`config.mk`:
```
export PLATFORM = sky130hd
export DESIGN_NAME = uart_tx_flat
export DESIGN_NICKNAME = d
export VERILOG_FILES = /design/src/rtl/uart_pkg.sv /design/src/rtl/uart_tx_if.sv /design/src/rtl/uart_baud_gen.sv /design/src/rtl/uart_tx.sv /design/src/flat_wrapper.sv
export SDC_FILE = /design/constraint.sdc
export NUM_CORES = 1
export LEC_CHECK = 0
export CAP_MARGIN = 20
export CORE_UTILIZATION = 25
export CTS_CLUSTER_SIZE = 28
export DETAILED_ROUTE_END_ITERATION = 16
export GPL_ROUTABILITY_DRIVEN = 0
export SYNTH_ARGS = -nofsm -noshare
export SYNTH_HDL_FRONTEND = slang
export SYNTH_SLANG_ARGS = --single-unit
```
`constraint.sdc`:
```
create_clock -name clk -period 3.7 [get_ports clk]
set_input_delay 0.37 -clock clk [delete_from_list [all_inputs] [get_ports clk]]
set_output_delay 0.37 -clock clk [all_outputs]
set_load 0.1 [all_outputs]
```
`src/rtl/uart_pkg.sv`:
```
// Shared UART definitions: transmitter/receiver state encoding and default frame geometry.
package uart_pkg;

  localparam int unsigned UART_CLK_DIV_NUMBER      = 10;
  localparam int unsigned UART_SINGLE_FRAME_LENGTH = 8;

  typedef enum logic [1:0] {
    IDLE      = 2'd0,
    START_BIT = 2'd1,
    SENDING   = 2'd2,
    STOP_BIT  = 2'd3
  } uart_state_e;

endpackage

```
`src/rtl/uart_tx_if.sv`:
```
// CPU-side write handshake and serial line of the UART transmitter.
interface uart_tx_if;

  logic [7:0] cpu_to_uart_buf;
  logic       write_req;
  logic       ready;
  logic       busy;
  logic       uart_out;
  logic       write_int;

  modport master (
    output cpu_to_uart_buf, write_req,
    input  ready, busy, uart_out, write_int
  );

  modport slave (
    input  cpu_to_uart_buf, write_req,
    output ready, busy, uart_out, write_int
  );

endinterface

```
`src/rtl/uart_baud_gen.sv`:
```
// Bit-period counter: counts clk cycles, ticks on the last cycle of a bit, restarts on clr_i.
module uart_baud_gen #(
  parameter int unsigned CLK_DIV_NUMBER = uart_pkg::UART_CLK_DIV_NUMBER
) (
  input  logic clk,
  input  logic rst_n,
  input  logic clr_i,
  output logic tick_o
);

  logic [7:0] cnt_q, cnt_d;

  assign tick_o = (cnt_q == 8'(CLK_DIV_NUMBER - 1));

  always_comb begin
    cnt_d = cnt_q + 8'd1;
    if (clr_i || tick_o) cnt_d = '0;
  end

  always_ff @(posedge clk or negedge rst_n) begin
    if (!rst_n) cnt_q <= '0;
    else        cnt_q <= cnt_d;
  end

endmodule

```
`src/rtl/uart_tx.sv`:
```
// UART transmitter: start bit, SINGLE_FRAME_LENGTH data bits LSB first, one stop bit.
// Define UART_TX_HOLD_EN to add a one-byte holding register for back-to-back frames.
module uart_tx
  import uart_pkg::*;
#(
  parameter int unsigned CLK_DIV_NUMBER      = UART_CLK_DIV_NUMBER,
  parameter int unsigned SINGLE_FRAME_LENGTH = UART_SINGLE_FRAME_LENGTH
) (
  input logic      clk,
  input logic      rst_n,
  uart_tx_if.slave tx
);

  localparam int unsigned SW = (SINGLE_FRAME_LENGTH > 8) ? SINGLE_FRAME_LENGTH : 8;

  uart_state_e   state_q, state_d;
  logic [SW-1:0] shift_q, shift_d;
  logic [7:0]    bit_cnt_q, bit_cnt_d;
  logic          uart_out_q, uart_out_d;
  logic          write_int_q, write_int_d;
  logic          rst_done_q;
  logic          tick, clr, advance, accept;
`ifdef UART_TX_HOLD_EN
  logic [7:0]    hold_q, hold_d;
  logic          hold_valid_q, hold_valid_d;
`endif

  uart_baud_gen #(.CLK_DIV_NUMBER(CLK_DIV_NUMBER)) u_baud (
    .clk    (clk),
    .rst_n  (rst_n),
    .clr_i  (clr),
    .tick_o (tick)
  );

`ifdef UART_TX_HOLD_EN
  assign tx.ready = rst_done_q && !hold_valid_q;
`else
  assign tx.ready = rst_done_q && (state_q == IDLE);
`endif
  assign accept       = tx.write_req && tx.ready;
  assign tx.busy      = (state_q != IDLE);
  assign tx.uart_out  = uart_out_q;
  assign tx.write_int = write_int_q;
  assign clr          = (state_d != state_q) || advance || (state_q == IDLE);

  always_comb begin
    state_d     = state_q;
    shift_d     = shift_q;
    bit_cnt_d   = bit_cnt_q;
    uart_out_d  = uart_out_q;
    write_int_d = 1'b0;
    advance     = 1'b0;
`ifdef UART_TX_HOLD_EN
    hold_d       = hold_q;
    hold_valid_d = hold_valid_q;
`endif
    case (state_q)
      IDLE: begin
        uart_out_d = 1'b1;
        bit_cnt_d  = '0;
`ifdef UART_TX_HOLD_EN
        if (hold_valid_q) begin
          state_d      = START_BIT;
          shift_d      = SW'(hold_q);
          hold_valid_d = 1'b0;
          uart_out_d   = 1'b0;
        end else
`endif
        if (accept) begin
          state_d    = START_BIT;
          shift_d    = SW'(tx.cpu_to_uart_buf);
          uart_out_d = 1'b0;
        end
      end
      START_BIT: if (tick) begin
        state_d    = SENDING;
        uart_out_d = shift_q[0];
        shift_d    = shift_q >> 1;
        bit_cnt_d  = '0;
      end
      SENDING: if (tick) begin
        if (bit_cnt_q == 8'(SINGLE_FRAME_LENGTH - 1)) begin
          state_d    = STOP_BIT;
          uart_out_d = 1'b1;
        end else begin
          uart_out_d = shift_q[0];
          shift_d    = shift_q >> 1;
          bit_cnt_d  = bit_cnt_q + 8'd1;
          advance    = 1'b1;
        end
      end
      STOP_BIT: if (tick) begin
        write_int_d = 1'b1;
        state_d     = IDLE;
`ifdef UART_TX_HOLD_EN
        // Chain straight into the next start bit so pending data leaves no idle gap.
        if (hold_valid_q) begin
          state_d      = START_BIT;
          shift_d      = SW'(hold_q);
          hold_valid_d = 1'b0;
          uart_out_d   = 1'b0;
        end
`endif
      end
      default: state_d = IDLE;
    endcase
`ifdef UART_TX_HOLD_EN
    if (accept && (state_q != IDLE)) begin
      hold_d       = tx.cpu_to_uart_buf;
      hold_valid_d = 1'b1;
    end
`endif
  end

  always_ff @(posedge clk or negedge rst_n) begin
    if (!rst_n) begin
      state_q      <= IDLE;
      shift_q      <= '0;
      bit_cnt_q    <= '0;
      uart_out_q   <= 1'b1;
      write_int_q  <= 1'b0;
      rst_done_q   <= 1'b0;
`ifdef UART_TX_HOLD_EN
      hold_q       <= '0;
      hold_valid_q <= 1'b0;
`endif
    end else begin
      state_q      <= state_d;
      shift_q      <= shift_d;
      bit_cnt_q    <= bit_cnt_d;
      uart_out_q   <= uart_out_d;
      write_int_q  <= write_int_d;
      rst_done_q   <= 1'b1;
`ifdef UART_TX_HOLD_EN
      hold_q       <= hold_d;
      hold_valid_q <= hold_valid_d;
`endif
    end
  end

endmodule

```
`src/flat_wrapper.sv`:
```
// flat-port wrapper written by rule: the top's interface ports become plain ports
module uart_tx_flat import uart_pkg::*;
#(
  parameter int unsigned CLK_DIV_NUMBER      = UART_CLK_DIV_NUMBER,
  parameter int unsigned SINGLE_FRAME_LENGTH = UART_SINGLE_FRAME_LENGTH
)
  (clk, rst_n, tx_cpu_to_uart_buf, tx_write_req, tx_ready, tx_busy, tx_uart_out, tx_write_int);
  uart_tx_if tx_i ();
  input logic clk;
  input logic rst_n;
  input wire logic [$bits(tx_i.cpu_to_uart_buf)-1:0] tx_cpu_to_uart_buf;
  input wire logic [$bits(tx_i.write_req)-1:0] tx_write_req;
  output wire logic [$bits(tx_i.ready)-1:0] tx_ready;
  output wire logic [$bits(tx_i.busy)-1:0] tx_busy;
  output wire logic [$bits(tx_i.uart_out)-1:0] tx_uart_out;
  output wire logic [$bits(tx_i.write_int)-1:0] tx_write_int;
  assign tx_i.cpu_to_uart_buf = tx_cpu_to_uart_buf;
  assign tx_i.write_req = tx_write_req;
  assign tx_ready = tx_i.ready;
  assign tx_busy = tx_i.busy;
  assign tx_uart_out = tx_i.uart_out;
  assign tx_write_int = tx_i.write_int;
  uart_tx #(.CLK_DIV_NUMBER(CLK_DIV_NUMBER), .SINGLE_FRAME_LENGTH(SINGLE_FRAME_LENGTH)) u_core (.clk(clk), .rst_n(rst_n), .tx(tx_i));
endmodule
```
==> impl_metrics.yaml, run 1 <==
synthesis:
  synth_edf_count: 0
  synth-main-ff-cell: "dfrtp_1"
  synth_seq_cells: 29
  synth.area.mux_share_pct: 10.71
  async_flop_share_pct: 100.0
  yosys_warnings: 0
  synth_compound_area_share_pct: 12.43
  synth.distinct_cells: 45
  syn_inst: 157
  synth_top_area_share_pct: 41.67
  avgSynthCellArea_um2: 10.71
  yosys-top-cells-area: "dfrtp_1 42%, mux2_2 11%, ha_1 6.7%, nor2_1 3.1%, a21oi_1 2.7%"
  syn_area_mm2: 0.001682
  synthAdderAreaFrac_pct: 6.696
  synth-simple-area-share_pct: 21.35
  synth_top_cell_by_area: "dfrtp_1"
  ys_seq_area_share_pct: 43.23
  synth_top_family_by_area: "simple AND/OR/NAND/NOR gates"
  yosys.area_share.xor_xnor_pct: 3.125
  synth_nets: 177
final_layout:
  nets: 197
  drive_gt1_share_pct: 18.64
  multi_input_area_um2: 917.1
  seq_area_um2: 726.9
  fillers: 659
  stdcell_area_mm2: 0.002004
  fin_util_pct: 31.21
  area_growth_pct: 19.20
  insertedDiodeCount: 0
power:
  p_switching_mw: 0.4313
  clkPwrFrac_pct: 22.3
  p_sw_share_pct: 36.90
  power.internal_mw: 0.7374
  peakVddDrop_v: 0.0004872
  power_frac_comb_pct: 40.8
  leakage_nw: 0.8394
  p_per_area_mw_per_mm2: 583.1
  sequentialPowerShare_pct: 36.9
  power_mw: 1.169
setup_path:
  start_kind: "register"
  critPathMaxFanout: 5
  ff2ff_path_depth: 6
  critPathKind: "reg2out"
  crit_arrival_ns: 2.33
  reg2reg_to: "u_core.shift_q[4]"
  crit_required_ns: 3.33
  reg2reg_slack_ns: 1.32
  critical_path.reg2reg.startpoint: "u_core.state_q[0]"
  critPathCaptureType: "output pin"
timing:
  slew_viol_final: 0
  max_freq_ghz: 0.3700
  worst_slew_pin_slew_ns: 0.9700
  hold_violations: 0
  finalSetupViolations: 0
  timing.final.crit_share_pct: 73.05
  fin_crit_ns: 2.703
  slew-limit-headroom_pct: 35.13
  fin_tns_setup_ns: 0
  fin_skew_ns: 0.005581
  rsz0062_at_grt: "no"
floorplanning:
  fp.dieH_um: 84.02
  die_area_mm2: 0.007059
  die_width_um: 84.02
  rows: 29
  initial_utilization_pct: 26.18
  io_pins: 15
  fp.coreArea_mm2: 0.006422
global_route:
  grt_max_degree: 30
  antenna_found_initial: 0
  grt_pass1_vias: 1234
  grt-ovfl-total: 0
  grt_util_all_layers_pct: 9.943
  grt_pass1_wl_um: 5664
routing:
  drtIter0Drc: 50
  avgViaCountPerCell: 4.878
  antenna_left: 0
  dr_total_vias: 1239
  route.detailed.drc: 0
  wl_per_cell_um: 12.26
  drt_pass1_iterations: 5
  routed_wl_um: 3115
clocking:
  cts_buffers: 5
  ctsHoldBuffers: 0
  cts_buffer_depth: 2
  cts_root_buf: "clkbuf_8"
  cts_tree: "done"
  clkTransAtPathRegs_ns: 0.06
  cts_resized: 0
  clock_latency_ns: 0.28
  cts_num_sinks: 29
  post_cts.repair.setup_buffers: 0
  htree_num_levels: 2
job:
  drv_cap: 0
status:
  status: "completed"
placed_design:
  port_buffers: 14
  dpl_cell_area_mm2: 0.001918
  dp_hpwl_um: 2231
worst_hold_path:
  hold_class: "in2async"
## power groups by stage
stage | sequential [mW] | combinational [mW] | clock (mW)
floorplan | 0.470 | 0.342 | 0
global placement | 0.436 | 0.479 | 0
detailed placement | 0.439 | 0.482 | 0
CTS | 0.432 | 0.484 | 0.271
global route | 0.442 | 0.528 | 0.281
finish | 0.431 | 0.477 | 0.261
## worst max-delay path: stages, from the launching register on
cell	delay, ns
dfrtp_1	0.42
inv_1	0.15
ha_1	0.22
and2_1	0.14
clkdlybuf4s50_1	1.13
## final cells by class
type / count / share of cell area, %
Clock buffer: 7 / 4.307
Timing Repair Buffer: 15 / 7.366
Multi-Input combinational cell: 118 / 45.76
Tap cell: 77 / 4.806
Sequential cell: 29 / 36.27
Inverter: 8 / 1.498
## flip-flops by register name, indices dropped and copies added, names as in the netlist
name	flops
u_core.rst_done_q	1
u_core.shift_q	8
u_core.tx.write_int	1
u_core.bit_cnt_q	8
u_core.tx.uart_out	1
u_core.u_baud.cnt_q	8
u_core.state_q	2
## cells in the final DEF, fill, tap and decap left out, types with 2 or more instances in the layout
cell type	instances
and2_1	4
nand4_1	2
or3_1	3
nor3_1	3
mux2_2	16
nor2_1	14
inv_1	8
a211oi_1	2
o21ai_0	8
nand3_1	6
ha_1	9
xor2_1	5
a21oi_1	9
clkbuf_8	6
nand2_1	6
clkdlybuf4s50_1	14
and3_1	4
dfrtp_1	28
a21o_1	2
## cell families after synthesis
group	count (synthesis)
simple gates	56
flops	29
xor+xnor	6
fa+ha+maj	9
compound gates	30
other cells	1
mux	16
buf+inv	10
## metal layers
metal,track usage (%),vias to the layer above,part of all wire (%)
met4,3.762,0,1.4
li1,-,614,-
met2,16.10,18,47
met1,12.75,602,49
met3,2.473,5,2.8
met5,0,-,0
## cells in the mapped netlist (2+ instances only)
library cell / count
nor3_1: 3
nand3_1: 6
ha_1: 9
nor2_1: 14
a21oi_1: 9
xor2_1: 5
o21ai_0: 8
dfrtp_1: 28
mux2_2: 16
a21o_1: 2
and2_1: 4
or3_1: 3
nand4_1: 2
a211oi_1: 2
and3_1: 4
nand2_1: 6
inv_1: 8
## per-stage QoR
step	hold slack [ns]	setup slack, ns	cells
final	0.4689	0.9970	254
after global routing	0.5230	0.9079	254
after CTS	0.4917	0.9891	254
after detailed placement	0.4903	1.316	247
after global placement	0.4849	1.318	247
after floorplan	0.07441	1.676	157
## worst max path at each step
stage,from,to,slack (ns),depth (start not counted)
after detailed placement,u_core.state_q[1],tx_ready,1.32,4
after global placement,u_core.state_q[1],tx_ready,1.32,4
after CTS,u_core.state_q[1],tx_ready,0.99,4
final,u_core.state_q[1],tx_ready,1.0,4
after global routing,u_core.state_q[1],tx_ready,0.91,4
after floorplan,u_core.state_q[0],u_core.u_baud.cnt_q[2],1.68,5
Power figures use the tool's default switching activity.
==> inputs of run 2 (changes only) <==
Clock period 3.7 ns to 2.5 ns, I/O delays scaled along.
==> run 2 against run 1 <==
  * Die area is the same
  * Non-clock buffer count rose by 2
  * Highest routed layer unchanged
  * Clock power up 42%
  * Sequential power grew 48%
  * Clock-buffer cell count down 1
  * Critical endpoint is now u_core.shift_q[1]
  * Sequential share of layout area hardly changed
==> impl_metrics.yaml, run 2 (synthesized netlist as in run 1, its figures left out) <==
status:
  status: "completed"
routing:
  avgViaCountPerCell: 4.790
  dr_total_vias: 1231
  drt_pass1_iterations: 4
  routed_wl_um: 3256
  route.detailed.drc: 0
  drtIter0Drc: 46
  wl_per_cell_um: 12.67
  antenna_left: 0
power:
  power_mw: 1.724
  peakVddDrop_v: 0.0005282
  leakage_nw: 0.8555
  p_per_area_mw_per_mm2: 859.4
global_route:
  grt_max_degree: 30
  grt-ovfl-total: 0
  antenna_found_initial: 0
  grt_pass1_wl_um: 5954
  grt_util_all_layers_pct: 10.49
  grt_pass1_vias: 1256
floorplanning:
  rows: 29
  fp.dieH_um: 84.02
  fp.coreArea_mm2: 0.006422
  die_width_um: 84.02
  die_area_mm2: 0.007059
  io_pins: 15
  initial_utilization_pct: 26.18
final_layout:
  multi_input_area_um2: 917.1
  fillers: 648
  drive_gt1_share_pct: 22.22
  fin_util_pct: 31.23
  area_growth_pct: 19.27
  nets: 199
  final_common_cell: "dfrtp_1"
  largestRegisters: "u_core.bit_cnt_q x8, u_core.shift_q x8, u_core.u_baud.cnt_q x8"
  insertedDiodeCount: 0
  seq_area_um2: 726.9
  layout_common_cells: "28 x dfrtp_1, 16 x mux2_2, 14 x nor2_1, 10 x clkdlybuf4s50_1"
clocking:
  htree_num_levels: 2
  cts_resized: 0
  post_cts.repair.setup_buffers: 0
  clkTransAtPathRegs_ns: 0.07
  cts_tree: "done"
  cts_root_buf: "clkbuf_8"
  clock_latency_ns: 0.28
  cts_buffers: 5
  cts_buffer_depth: 2
  ctsHoldBuffers: 0
  cts_num_sinks: 29
setup_path:
  reg2reg_to: "u_core.shift_q[1]"
  crit_arrival_ns: 2.16
  start_kind: "register"
  ff2ff_path_depth: 7
  critPathCaptureType: "register"
  critPathKind: "reg2reg"
  critPathMaxFanout: 15
  reg2reg_slack_ns: 0.50
  cp-startpoint: "u_core.state_q[0]"
  critical_path.reg2reg.startpoint: "u_core.state_q[0]"
  crit_required_ns: 2.66
timing:
  fin_skew_ns: 0.009209
  timing.final.crit_share_pct: 79.92
  slew-limit-headroom_pct: 61.89
  worst_slew_pin_slew_ns: 0.5674
  fin_crit_ns: 1.998
  max_freq_ghz: 0.5005
  rsz0062_at_grt: "no"
  hold_violations: 0
  holdWs_ns: 0.3569
  fin_tns_setup_ns: 0
  slew_viol_final: 0
  finalSetupViolations: 0
  fin_ws_ns: 0.5020
worst_hold_path:
  hold_class: "in2async"
placed_design:
  dp_hpwl_um: 2332
  post-place-ws_ns: 0.5258
  port_buffers: 14
job:
  drv_cap: 0
[run 2: worst max path at each step]
stage | end | slack, ns | depth (start not counted)
after floorplan | u_core.u_baud.cnt_q[2] | 0.48 | 5
after global placement | u_core.shift_q[3] | 0.62 | 7
after detailed placement | u_core.shift_q[1] | 0.53 | 7
after CTS | u_core.shift_q[1] | 0.50 | 7
after global routing | u_core.shift_q[1] | 0.30 | 7
final | u_core.shift_q[1] | 0.50 | 7
[run 2: area by class of cell]
cell class | count | share of cell area, %
Sequential cell | 29 | 36.24
Tap cell | 77 | 4.804
Clock inverter | 2 | 0.4991
Timing Repair Buffer | 17 | 7.611
Clock buffer | 6 | 3.618
Multi-Input combinational cell | 118 | 45.73
Inverter | 8 | 1.497
[run 2: layer usage]
| layer | wire length (um) | track usage [%] | up-vias |
|---|---|---|---|
| met1 | 1592 | 13.73 | 595 |
| met4 | 53 | 4.232 | 0 |
| met5 | 0 | 0 | - |
| li1 | - | - | 612 |
| met3 | 82 | 2.077 | 6 |
| met2 | 1528 | 16.92 | 18 |
[run 2: critical path, stage by stage, from the launching register on]
cell,delay [ns]
dfrtp_1,0.44
inv_1,0.12
ha_1,0.23
buf_4,0.19
nor3_1,0.30
a21o_4,0.16
nand3_4,0.13
mux2_2,0.30
[run 2: power by group]
group	internal [mW]	switching [mW]
sequential	0.575	0.0653
clock	0.192	0.178
combinational	0.301	0.412
[run 2: stage by stage]
| step | instances | area (um2) |
|---|---|---|
| global placement | 249 | 1923 |
| floorplan | 157 | 1682 |
| detailed placement | 249 | 1923 |
| global route | 257 | 2006 |
| finish | 257 | 2006 |
| CTS | 257 | 2006 |
==> inputs of run 3 (changes only) <==
Clock period 2.5 ns to 1.9 ns, I/O delays scaled along.
==> run 3 against run 2 <==
  * Critical path depth decreased by 3
  * Clock power increased by 28%
  * First-iteration DRC count decreased by 46%
  * Final area increased by 8.3%
  * Final cell count increased by 5.1%
  * Setup slack got worse by 0.45 ns
  * Critical path type unchanged
  * Highest routed layer unchanged
==> impl_metrics.yaml, run 3 (synthesized netlist as in run 1, its figures left out) <==
timing:
  fin_skew_ns: 0.004946
  slew_viol_final: 0
  timing.final.crit_share_pct: 97.20
  holdWs_ns: 0.2982
  fin_crit_ns: 1.847
  fin_ws_ns: 0.05324
  max_freq_ghz: 0.5415
  rsz0062_at_grt: "yes"
  fin_tns_setup_ns: 0
  hold_violations: 0
  finalSetupViolations: 0
setup_path:
  cpPeakStageDelay_ns: 0.44
  crit_chain: "or3_1, or3_4, nand3_4, mux2_2"
  crit_family: "simple AND/OR/NAND/NOR gates"
  crit_arrival_ns: 2.00
  cp-startpoint: "u_core.bit_cnt_q[5]"
  critical_path.reg2reg.startpoint: "u_core.bit_cnt_q[5]"
  crit_required_ns: 2.06
  critPathCaptureType: "register"
  critPathBufInv: 0
  crit_path_top_delay_cell: "or3_1"
  critPathKind: "reg2reg"
  start_kind: "register"
  critPathMaxFanout: 8
final_layout:
  layout_common_cells: "28 x dfrtp_1, 17 x buf_4, 16 x mux2_2, 14 x nor2_1, 10 x clkdlybuf4s50_1"
  nets: 212
  drive_gt1_share_pct: 30.05
  largestRegisters: "u_core.bit_cnt_q x8, u_core.shift_q x8, u_core.u_baud.cnt_q x8"
  final_common_cell: "dfrtp_1"
  fillers: 641
  area_growth_pct: 29.17
  multi_input_area_um2: 944.7
  seq_area_um2: 726.9
  insertedDiodeCount: 0
floorplanning:
  fp.dieH_um: 84.02
  rows: 29
  die_area_mm2: 0.007059
  die_width_um: 84.02
  io_pins: 15
  fp.coreArea_mm2: 0.006422
  initial_utilization_pct: 26.18
placed_design:
  port_buffers: 14
  dp_hpwl_um: 2421
  post-place-ws_ns: -0.09120
global_route:
  grt-ovfl-total: 0
  grt-busiest-layer: "met2"
  grt_use_met1_pct: 12.96
  antenna_found_initial: 0
  grt_max_degree: 30
  grt_pass1_vias: 1228
  grt_util_all_layers_pct: 10.08
  grt_pass1_wl_um: 5671
  met3_usage_pct: 2.770
  use_met2_pct: 16.02
routing:
  drt_pass1_iterations: 4
  drtIter0Drc: 25
  routed_wl_um: 3248
  route.detailed.drc: 0
  avgViaCountPerCell: 4.696
  wl_per_cell_um: 12.03
  dr_total_vias: 1268
  antenna_left: 0
power:
  peakVddDrop_v: 0.0006982
  leakage_nw: 0.9253
  p_per_area_mw_per_mm2: 1128
  power_mw: 2.449
clocking:
  cts_buffer_depth: 2
  cts_buffers: 5
  cts_tree: "done"
  clkTransAtPathRegs_ns: 0.06
  cts_num_sinks: 29
  cts_root_buf: "clkbuf_8"
  clock_latency_ns: 0.27
  htree_num_levels: 2
status:
  status: "completed"
job:
  drv_cap: 0
worst_hold_path:
  hold_class: "in2async"
-- run 3: worst reg2reg max path, stage by stage, from the launching register on --
cell and delay [ns]:
dfrtp_1 0.43, or3_1 0.44, or3_4 0.39, nand3_4 0.14, mux2_2 0.35
-- run 3: final timing paths --
check                                          to  slack [ns]  cells past startpoint
max                             u_core.shift_q[5]        0.05                      4
min                        u_core.u_baud.cnt_q[6]        0.30                      2
max reg2reg                     u_core.shift_q[5]        0.05                      4
min reg2reg                     u_core.shift_q[0]        0.50                      1
max in group asynchronous      u_core.tx.uart_out        1.29                      2
min in group clk                u_core.shift_q[0]        0.50                      1
-- run 3: repair_timing --
action | 4_1_cts | 5_1_grt
hold buffers | 0 | 0
gates resized for setup | 1 | 5
pin swaps | 0 | 1
buffers inserted | 0 | 0
setup endpoints to repair | 8 | 21
-- run 3: area by class of cell --
cell class	count	area share, %
clock buffers	6	3.341
clock inverters	2	0.4608
inverters	8	1.555
multi-input cells	118	43.49
flip-flops and latches	29	33.47
well taps	77	4.435
repair buffers	30	13.25
-- run 3: routing by layer --
| layer | routed length (um) | vias up | part of all wire (%) |
|---|---|---|---|
| li1 | - | 649 | - |
| met3 | 93 | 4 | 2.9 |
| met5 | 0 | - | 0 |
| met4 | 36 | 0 | 1.1 |
| met2 | 1514 | 16 | 47 |
| met1 | 1603 | 599 | 49 |
-- run 3: per-stage QoR --
step / std cells / instance area [um2] / util, %
2_1_floorplan: 157 / 1685 / -
3_5_place_dp: 262 / 2062 / 32.11
3_3_place_gp: 262 / 2062 / 32.11
4_1_cts: 270 / 2151 / 33.49
5_1_grt: 270 / 2172 / 33.82
6_report: 270 / 2172 / 33.82
-- run 3: power breakdown --
| part | switching, mW | total [mW] | internal, mW |
|---|---|---|---|
| Clock | 0.221 | 0.474 | 0.253 |
| Sequential | 0.0652 | 0.822 | 0.757 |
| Combinational | 0.616 | 1.15 | 0.538 |
